<file path="src/rtl/decode_pkg.sv">
// Shared definitions for the decode stage: widths, instruction field positions,
// special opcodes, the NOP instruction word and the operand-forwarding selector.
package decode_pkg;

    localparam int unsigned DATA_W = 16;
    localparam int unsigned NREGS  = 8;
    localparam int unsigned ADR_W  = 3;
    localparam int unsigned INST_W = 16;
    localparam int unsigned COP_W  = 4;

    // Instruction layout: cop | dest | srcA | srcB | free
    localparam int unsigned COP_MSB  = 15;
    localparam int unsigned COP_LSB  = 12;
    localparam int unsigned DEST_MSB = 11;
    localparam int unsigned DEST_LSB = 9;
    localparam int unsigned SRCA_MSB = 8;
    localparam int unsigned SRCA_LSB = 6;
    localparam int unsigned SRCB_MSB = 5;
    localparam int unsigned SRCB_LSB = 3;
    localparam int unsigned FREE_MSB = 2;
    localparam int unsigned FREE_LSB = 0;

    localparam logic [COP_W-1:0]  NOP_COP  = 4'b1111;
    localparam logic [COP_W-1:0]  IMM_COP  = 4'b0011;
    localparam logic [INST_W-1:0] NOP_WORD = {NOP_COP, 12'h000};

    // The ALU result belongs to the instruction one ahead, so it beats whatever
    // the register file (including its same-cycle writeback bypass) returns.
    function automatic logic [DATA_W-1:0] select_operand(
        input logic              fwd_we,
        input logic [ADR_W-1:0]  fwd_adr,
        input logic [DATA_W-1:0] fwd_data,
        input logic [ADR_W-1:0]  src_adr,
        input logic [DATA_W-1:0] rf_data
    );
        if (fwd_we && (fwd_adr == src_adr)) begin
            return fwd_data;
        end
        return rf_data;
    endfunction

endpackage

</file>
<file path="src/rtl/decode_stage_regfile.sv">
// Architectural register file: NREGS x DATA_W, one write port, two combinational
// read ports. A read of the address being written this cycle returns the write data.
// Ports:
//   clk, reset         clock, asynchronous active-low reset (clears all registers)
//   wr_en/wr_adr/wr_data  write port, committed on the rising edge
//   rd_adr_a/rd_data_a    read port A
//   rd_adr_b/rd_data_b    read port B
module decode_stage_regfile
    import decode_pkg::*;
(
    input  logic              clk,
    input  logic              reset,
    input  logic              wr_en,
    input  logic [ADR_W-1:0]  wr_adr,
    input  logic [DATA_W-1:0] wr_data,
    input  logic [ADR_W-1:0]  rd_adr_a,
    output logic [DATA_W-1:0] rd_data_a,
    input  logic [ADR_W-1:0]  rd_adr_b,
    output logic [DATA_W-1:0] rd_data_b
);

    logic [DATA_W-1:0] mem_q [NREGS];

    always_ff @(posedge clk or negedge reset) begin
        if (!reset) begin
            for (int i = 0; i < NREGS; i++) begin
                mem_q[i] <= '0;
            end
        end else if (wr_en) begin
            mem_q[wr_adr] <= wr_data;
        end
    end

    always_comb begin
        rd_data_a = mem_q[rd_adr_a];
        rd_data_b = mem_q[rd_adr_b];
        if (wr_en && (wr_adr == rd_adr_a)) begin
            rd_data_a = wr_data;
        end
        if (wr_en && (wr_adr == rd_adr_b)) begin
            rd_data_b = wr_data;
        end
    end

endmodule

</file>
<file path="src/rtl/decode_stage.sv">
// Decode stage: latches the fetched instruction, splits it into fields, reads two
// operands from the register file and forwards newer ALU/writeback results into them.
// Ports:
//   clk, reset                  clock, asynchronous active-low reset
//   enable, flush, instruction  IR load control (flush wins) and fetched word
//   alu_fwd_*                   result from the ALU stage, forwarded to operands
//   wb_*                        writeback port into the register file
//   regA, regB                  operands to the ALU stage
//   cop, destReg_adr, we        opcode, destination and its write enable
//   regA_adr, regB_adr, inst_freeBits  raw fields (also the 9-bit immediate)
module decode_stage
    import decode_pkg::*;
(
    input  logic              clk,
    input  logic              reset,
    input  logic              enable,
    input  logic              flush,
    input  logic [INST_W-1:0] instruction,
    input  logic [DATA_W-1:0] alu_fwd_result,
    input  logic [ADR_W-1:0]  alu_fwd_adr,
    input  logic              alu_fwd_we,
    input  logic [DATA_W-1:0] wb_data,
    input  logic [ADR_W-1:0]  wb_adr,
    input  logic              wb_we,
    output logic [DATA_W-1:0] regA,
    output logic [DATA_W-1:0] regB,
    output logic [COP_W-1:0]  cop,
    output logic [ADR_W-1:0]  destReg_adr,
    output logic              we,
    output logic [ADR_W-1:0]  regA_adr,
    output logic [ADR_W-1:0]  regB_adr,
    output logic [ADR_W-1:0]  inst_freeBits
);

    logic [INST_W-1:0] ir_q;
    logic              ir_valid_q;
    logic [DATA_W-1:0] rf_a;
    logic [DATA_W-1:0] rf_b;

    always_ff @(posedge clk or negedge reset) begin
        if (!reset) begin
            ir_q       <= NOP_WORD;
            ir_valid_q <= 1'b0;
        end else if (flush) begin
            ir_q       <= NOP_WORD;
            ir_valid_q <= 1'b0;
        end else if (enable) begin
            ir_q       <= instruction;
            ir_valid_q <= 1'b1;
        end
    end

    always_comb begin
        cop           = ir_q[COP_MSB:COP_LSB];
        destReg_adr   = ir_q[DEST_MSB:DEST_LSB];
        regA_adr      = ir_q[SRCA_MSB:SRCA_LSB];
        regB_adr      = ir_q[SRCB_MSB:SRCB_LSB];
        inst_freeBits = ir_q[FREE_MSB:FREE_LSB];
        // A bubble still drives operands; only the write enable is suppressed.
        we            = ir_valid_q && (ir_q[COP_MSB:COP_LSB] != NOP_COP);
    end

    // Writeback bypass lives in the register file; ALU forwarding sits on top of it.
    decode_stage_regfile u_regfile (
        .clk       (clk),
        .reset     (reset),
        .wr_en     (wb_we),
        .wr_adr    (wb_adr),
        .wr_data   (wb_data),
        .rd_adr_a  (ir_q[SRCA_MSB:SRCA_LSB]),
        .rd_data_a (rf_a),
        .rd_adr_b  (ir_q[SRCB_MSB:SRCB_LSB]),
        .rd_data_b (rf_b)
    );

    always_comb begin
        regA = select_operand(alu_fwd_we, alu_fwd_adr, alu_fwd_result,
                              ir_q[SRCA_MSB:SRCA_LSB], rf_a);
        regB = select_operand(alu_fwd_we, alu_fwd_adr, alu_fwd_result,
                              ir_q[SRCB_MSB:SRCB_LSB], rf_b);
    end

endmodule

</file>
<file path="config.mk">
export PLATFORM = sky130hd
export DESIGN_NAME = decode_stage
export DESIGN_NICKNAME = d
export VERILOG_FILES = /design/src/rtl/decode_pkg.sv /design/src/rtl/decode_stage_regfile.sv /design/src/rtl/decode_stage.sv
export SDC_FILE = /design/constraint.sdc
export NUM_CORES = 1
export LEC_CHECK = 0
export ABC_AREA = 1
export CAP_MARGIN = 10
export CELL_PAD_IN_SITES_DETAIL_PLACEMENT = 1
export CELL_PAD_IN_SITES_GLOBAL_PLACEMENT = 1
export CORE_MARGIN = 2
export CORE_UTILIZATION = 43
export CTS_CLUSTER_SIZE = 24
export DETAILED_ROUTE_END_ITERATION = 8
export GPL_TIMING_DRIVEN = 0
export PLACE_DENSITY_LB_ADDON = 0.1
export SYNTH_ARGS = -nofsm -noshare
export SYNTH_HDL_FRONTEND = slang
export SYNTH_HIERARCHICAL = 1
export SYNTH_SLANG_ARGS = --single-unit
</file>
<file path="constraint.sdc">
create_clock -name clk -period 2.7 [get_ports clk]
set_input_delay 0.27 -clock clk [delete_from_list [all_inputs] [get_ports clk]]
set_output_delay 0.27 -clock clk [all_outputs]
set_load 0.1 [all_outputs]
</file>
**Word-level counts from Yosys, hierarchy flattened**

Cells that the tools add are included.

- Add/subtract/negate cells: 0
- Multiply operators: 0
- Divide/modulo/power cells: 0
- Order comparisons: 4
- Equality and inequality tests: 5
- Shift operators: 0
- Mux-type cells: 21
- Bitwise logic cells: 3
- Reduce and logical (&&, ||, !) cells: 7

Operators with widths:

| cell | number |
|---|---|
| 16-bit two-way mux | 13 |
| 128-bit bitwise mux | 1 |
| 16-bit binary-select mux with 3-bit select | 2 |
| 16-bit demux with 3-bit select | 1 |
| 3-bit == test | 4 |
| 4-bit >= comparator (second input constant) | 3 |
| 3-bit NOT with 4-bit output | 3 |
| 1-bit logical AND | 6 |
| 4-bit by 1-bit < comparator with 1-bit output (second input constant) | 1 |
| 1-bit two-way mux | 4 |
| 4-bit != test (second input constant) | 1 |
| 2-bit nonzero test | 1 |

- Bits in registers: 145
- Bits in latches: 0
- Bits in writable memories: 0
- ROM bits: 0
- Input port bits: 60
- Output and inout bits: 49
- Word-level logic and storage cells: 50
- Memories kept: 0

**Longest topological paths before layout**

- Word-level depth: 6
- Gate-level depth with buffers: 12
- Depth with buffers taken out: 10

**Cells and area by module**

The synthesis kept the hierarchy.

By module, submodules not included:

| module | instances | cells each | area an instance (µm²) | seq. area each (µm²) |
|---|---|---|---|---|
| decode_stage_regfile | 1 | 1,196 | 7,777.5 | 3,203.1 |
| decode_stage | 1 | 179 | 1,263.7 | 430.4 |

**Worst setup path after synthesis**

No wires, ideal clock.

- Path kind: reg2out
- Start point: register ir_q[8]
- End point: output port regA[1]
- Arrival time: 2,597 ps
- Path slack: -167 ps
- Cell stages (with the launch flop): 13
- Buffers on the path: 2
- Cells stage by stage: dfrtp_1 -> buf_4 -> inv_2 -> nand2_1 -> nand2_1 -> nor2_2 -> nand2_4 -> inv_6 -> buf_12 -> nand2_1 -> nand2_1 -> nand2_1 -> nand2_1

- Longest elaborated chain between the ends: 6
- Elaborated cells on any way between the ends: 11

Ends and longest elaborated chain:

| element | RTL line | source |
|---|---|---|
| start: declaration | decode_stage.sv:35 | `logic [INST_W-1:0] ir_q;` |
| start signal: assignment | decode_stage.sv:48 | `ir_q <= instruction;` |
| 3-bit NOT with 4-bit output (not written as such) | decode_stage_regfile.sv:35 | `rd_data_a = mem_q[rd_adr_a];` |
| 16-bit binary-select mux with 3-bit select | decode_stage_regfile.sv:35 |  |
| 16-bit two-way mux (not written as such) (2 in series) | decode_stage_regfile.sv:35 |  |
| 16-bit two-way mux * | decode_stage_regfile.sv:37 | `if (wr_en && (wr_adr == rd_adr_a)) begin` |
| via rf_a[1] | decode_stage.sv:37 | `logic [DATA_W-1:0] rf_a;` |
| 16-bit two-way mux * | decode_pkg.sv:39 | `return rf_data;` |
| end: declaration | decode_stage.sv:25 | `output logic [DATA_W-1:0] regA,` |

Mark *: on every way through the listed nets, which the timed path passes. The rest lies on a longest branch. The select of a mux whose other input is x is not followed.

**Final worst setup path**

- Start point: register ir_q[7]
- End point: output port regA[6]

Same word-level chain as after synthesis.

==> summary.md <==
| Metric | Value |
|---|---|
| Worst hold path type | input port to flop |
| Clock slew at the register clock pins of the worst setup and hold paths | 70 ps |
| Worst hold-check slack | 415 ps |
| Worst Path Max Fanout | 10 |
| Setup Buffers After CTS | 0 |
| Cell accounting for the most synthesized area | dfrtp_1 |
| Leakage power summed over all cells | 0.00592 uW |
| Critical path's slowest cell | dfrtp_4 |
| Max-slew violations | 0 |
| Number of design rule violations left after detail routing | 0 |
| Net switching power of the design | 3760 uW |
| Synth top area share | 0.390 |
| Pwr/cell area | 754 nW/um^2 |
| Asr flop ratio synth | 1.00 |
| Net Sw Frac | 0.440 |
| Startpoint kind of the worst setup timing path | flop |
| Clock tree from TritonCTS | done |
| Number of instances in the synthesized netlist | 1,375 |
| HPWL Detailed | 29,400 um |
| TritonRoute pass-1 iters | 5 |
| Per-instance average area after synthesis | 6.58 um^2 |
| Number of buffers created by CTS | 17 |
| Worst-Margin Slew | 1010 ps |
| Shortest period the worst path allows | 2660 ps |
| DR WL/cell | 22.1 um |
| Clock tree root buffer cell | clkbuf_16 |
| Post-route ant nets | 0 |
| Layout Skew | 0 ps |
| Endpoints failing hold | 0 |
| Clock group share of total power | 0.286 |
| Cell types occupying the most area after synthesis | dfrtp_1 (39%), nand2_1 (23%), nand3_1 (14%) |
| Synth unique cells | 27 |
| RSZ-0062 raised after global routing | yes |
| Via-to-Cell Ratio | 5.60 |
| Largest net degree at the start of global routing | 76 |
| Worst IR Drop VDD | 0.423 mV |
| Setup Crit Path Kind | flop to primary output |
| Overall global routing resource usage | 0.362 |
| Post-layout instance area | 11,300 um^2 |
| First DRT Iteration DRCs | 1,028 |
| Result of the run | finished clean |
| Worst setup margin | 42.6 ps |
| Width of the chip | 149 um |
| Most numerous cell types in the synthesized netlist | nand2_1 (556), nand3_1 (255), inv_1 (155), dfrtp_1 (141), o21ai_0 (127) |
| Most numerous cell in the Yosys netlist | nand2_1 |
| Biggest cell delay along the critical path | 590 ps |
| Sequential-to-total area share from yosys stat | 0.402 |
| Congestion Overflow GR | 0 |
| Clock insertion delay at the later pin of the skew report | 430 ps |
| Floorplan row count | 53 |
| Crit. End Element | primary output |
| Die Outline Area | 22,200 um^2 |
| Clock sink count | 145 |
| Netlist area before placement | 9040 um^2 |
| Port-buffer cells | 108 |
| Synthesis-to-finish area growth | 25.4% |
| Nets in the synthesized netlist | 1,435 |
| Area after detailed placement | 10,500 um^2 |
| Most used flip-flop cell after synthesis | dfrtp_1 |
| DIE HEIGHT | 149 um |
| Max-slew headroom at the worst pin | 0.327 |
| First-pass GRT wire length | 59,600 um |
| Arr. time, crit path | 2390 ps |
| Top achievable clock speed | 376 MHz |
| Initial cell density of the core | 0.434 |
| Share of total power in sequential cells | 0.325 |
| Final setup fails | 0 |
| Level count of the clock H-tree | 4 |
| Cell Int Power | 4790 uW |
| EDFF count, synth | 0 |
| Post-synthesis register bit count | 145 |
| Total negative slack | 0 ps |
| CP Data Required Time | 2430 ps |
| Total of max-cap violations | 0 |
| Worst slack at placement | -711 ps |
| Final critical-path share of the clock period | 0.984 |
| Post-layout nets | 1,563 |
| Fraction of final layout cells sized beyond drive strength 1 | 0.112 |
| Power, Total | 8550 uW |
| Count of antenna diodes in the layout | 0 |
| Portion of total power attributed to combinational logic | 0.389 |
| Global placement routability congestion | 1.01 |
| Total via count after detailed routing | 10,000 |
| Total wirelength of the detailed-routed design | 39,600 um |
| Number of primary I/O pins | 109 |
| Std-Cell Core Area | 20,800 um^2 |
| Number of warning messages in the yosys log | 6 |
| Antenna violations before repair | 1 |
| Ordered list of cells on the worst path | inv_2 > clkbuf_4 > nand3_1 > nand3_2 > nand3_1 > nand2_1 > nand2_1 > nand2_1 > buf_8 |
| Vias in the first global route | 9,686 |
| Cell type with the highest occurrence count on the critical path | nand2_1 |
| Clock Path Buffers | 2 |
[power by group through the flow]
| stage | registers (uW) | logic, uW | clock network [uW] |
|---|---|---|---|
| 3_5_place_dp | 2800 | 3120 | 0 |
| 2_1_floorplan | 2840 | 2040 | 0 |
| 6_report | 2780 | 3320 | 2440 |
| 5_1_grt | 2820 | 3540 | 2550 |
| 3_3_place_gp | 2780 | 3050 | 0 |
| 4_1_cts | 2770 | 3150 | 2470 |
[sequential cells by signal, summed over array words and instances (netlist names)]
signal / count
ir_q: 16
ir_valid_q: 1
u_regfile/mem_q: 128
[repair_timing]
action,4_1_cts,5_1_grt
setup endpoints to repair,32,32
gates resized for setup,230,67
hold buffers,1,0
endpoints found under the hold margin,66,0
pin swaps,0,0
[per-layer routing]
| layer | track usage | vias up | wire, um |
|---|---|---|---|
| met3 | 0.0477 | 67 | 3310 |
| met1 | 0.543 | 4916 | 18100 |
| li1 | - | 4588 | - |
| met5 | 0 | - | 0 |
| met2 | 0.515 | 459 | 16500 |
| met4 | 0.168 | 0 | 1770 |
[cells in the final DEF, fill, tap and decap left out, types with 15 or more instances in the layout]
cell,n
nand3_1,247
o21ai_0,127
buf_6,36
buf_4,15
clkbuf_1,23
clkbuf_16,17
nand2_1,556
buf_2,15
clkdlybuf4s50_1,75
dfrtp_1,135
inv_1,155
[path summary, 6_finish.rpt]
path,from,end,slack [ps],cells past startpoint
setup reg to reg,ir_q[7],ir_q[7],1790,2
hold / removal,instruction[14],ir_q[14],410,2
hold reg to reg,u_regfile/mem_q[121],u_regfile/mem_q[121],490,2
min in group asynchronous,reset,u_regfile/mem_q[87],430,2
setup / recovery,ir_q[7],regA[6],40,9
max in group asynchronous,reset,u_regfile/mem_q[62],1420,3
[layout make-up]
class                      instances  area, um^2
multi-input combinational        982        4390
fill                            2780        9490
buffer                            82         547
clock buffer                      17         425
sequential                       145        3640
tap                              275         344
timing repair buffer             110        1200
clock inverter                    15         161
inverter                         165         629
[stage by stage]
| stage | utilization | cells |
|---|---|---|
| 6_report | 0.544 | 1791 |
| 5_1_grt | 0.544 | 1791 |
| 4_1_cts | 0.533 | 1791 |
| 3_5_place_dp | 0.504 | 1759 |
| 3_3_place_gp | 0.503 | 1758 |
| 2_1_floorplan | - | 1375 |
[cells by family (layout without fill, tap and decap cells)]
group / after synthesis / count (layout) / synth area share
AO/OA/AOI/OAI: 146 / 146 / 0.0862
buffers and inverters: 248 / 389 / 0.118
flip-flops: 145 / 145 / 0.402
AND/OR/NAND/NOR: 836 / 836 / 0.394
[critical path: cells and delay by family (launching register included)]
kind	cells	cell delay, ps
and+or+nand+nor	6	730
buffers and inverters	3	600
DFF	1	590
Note: power is estimated with default switching activity, not from simulation.
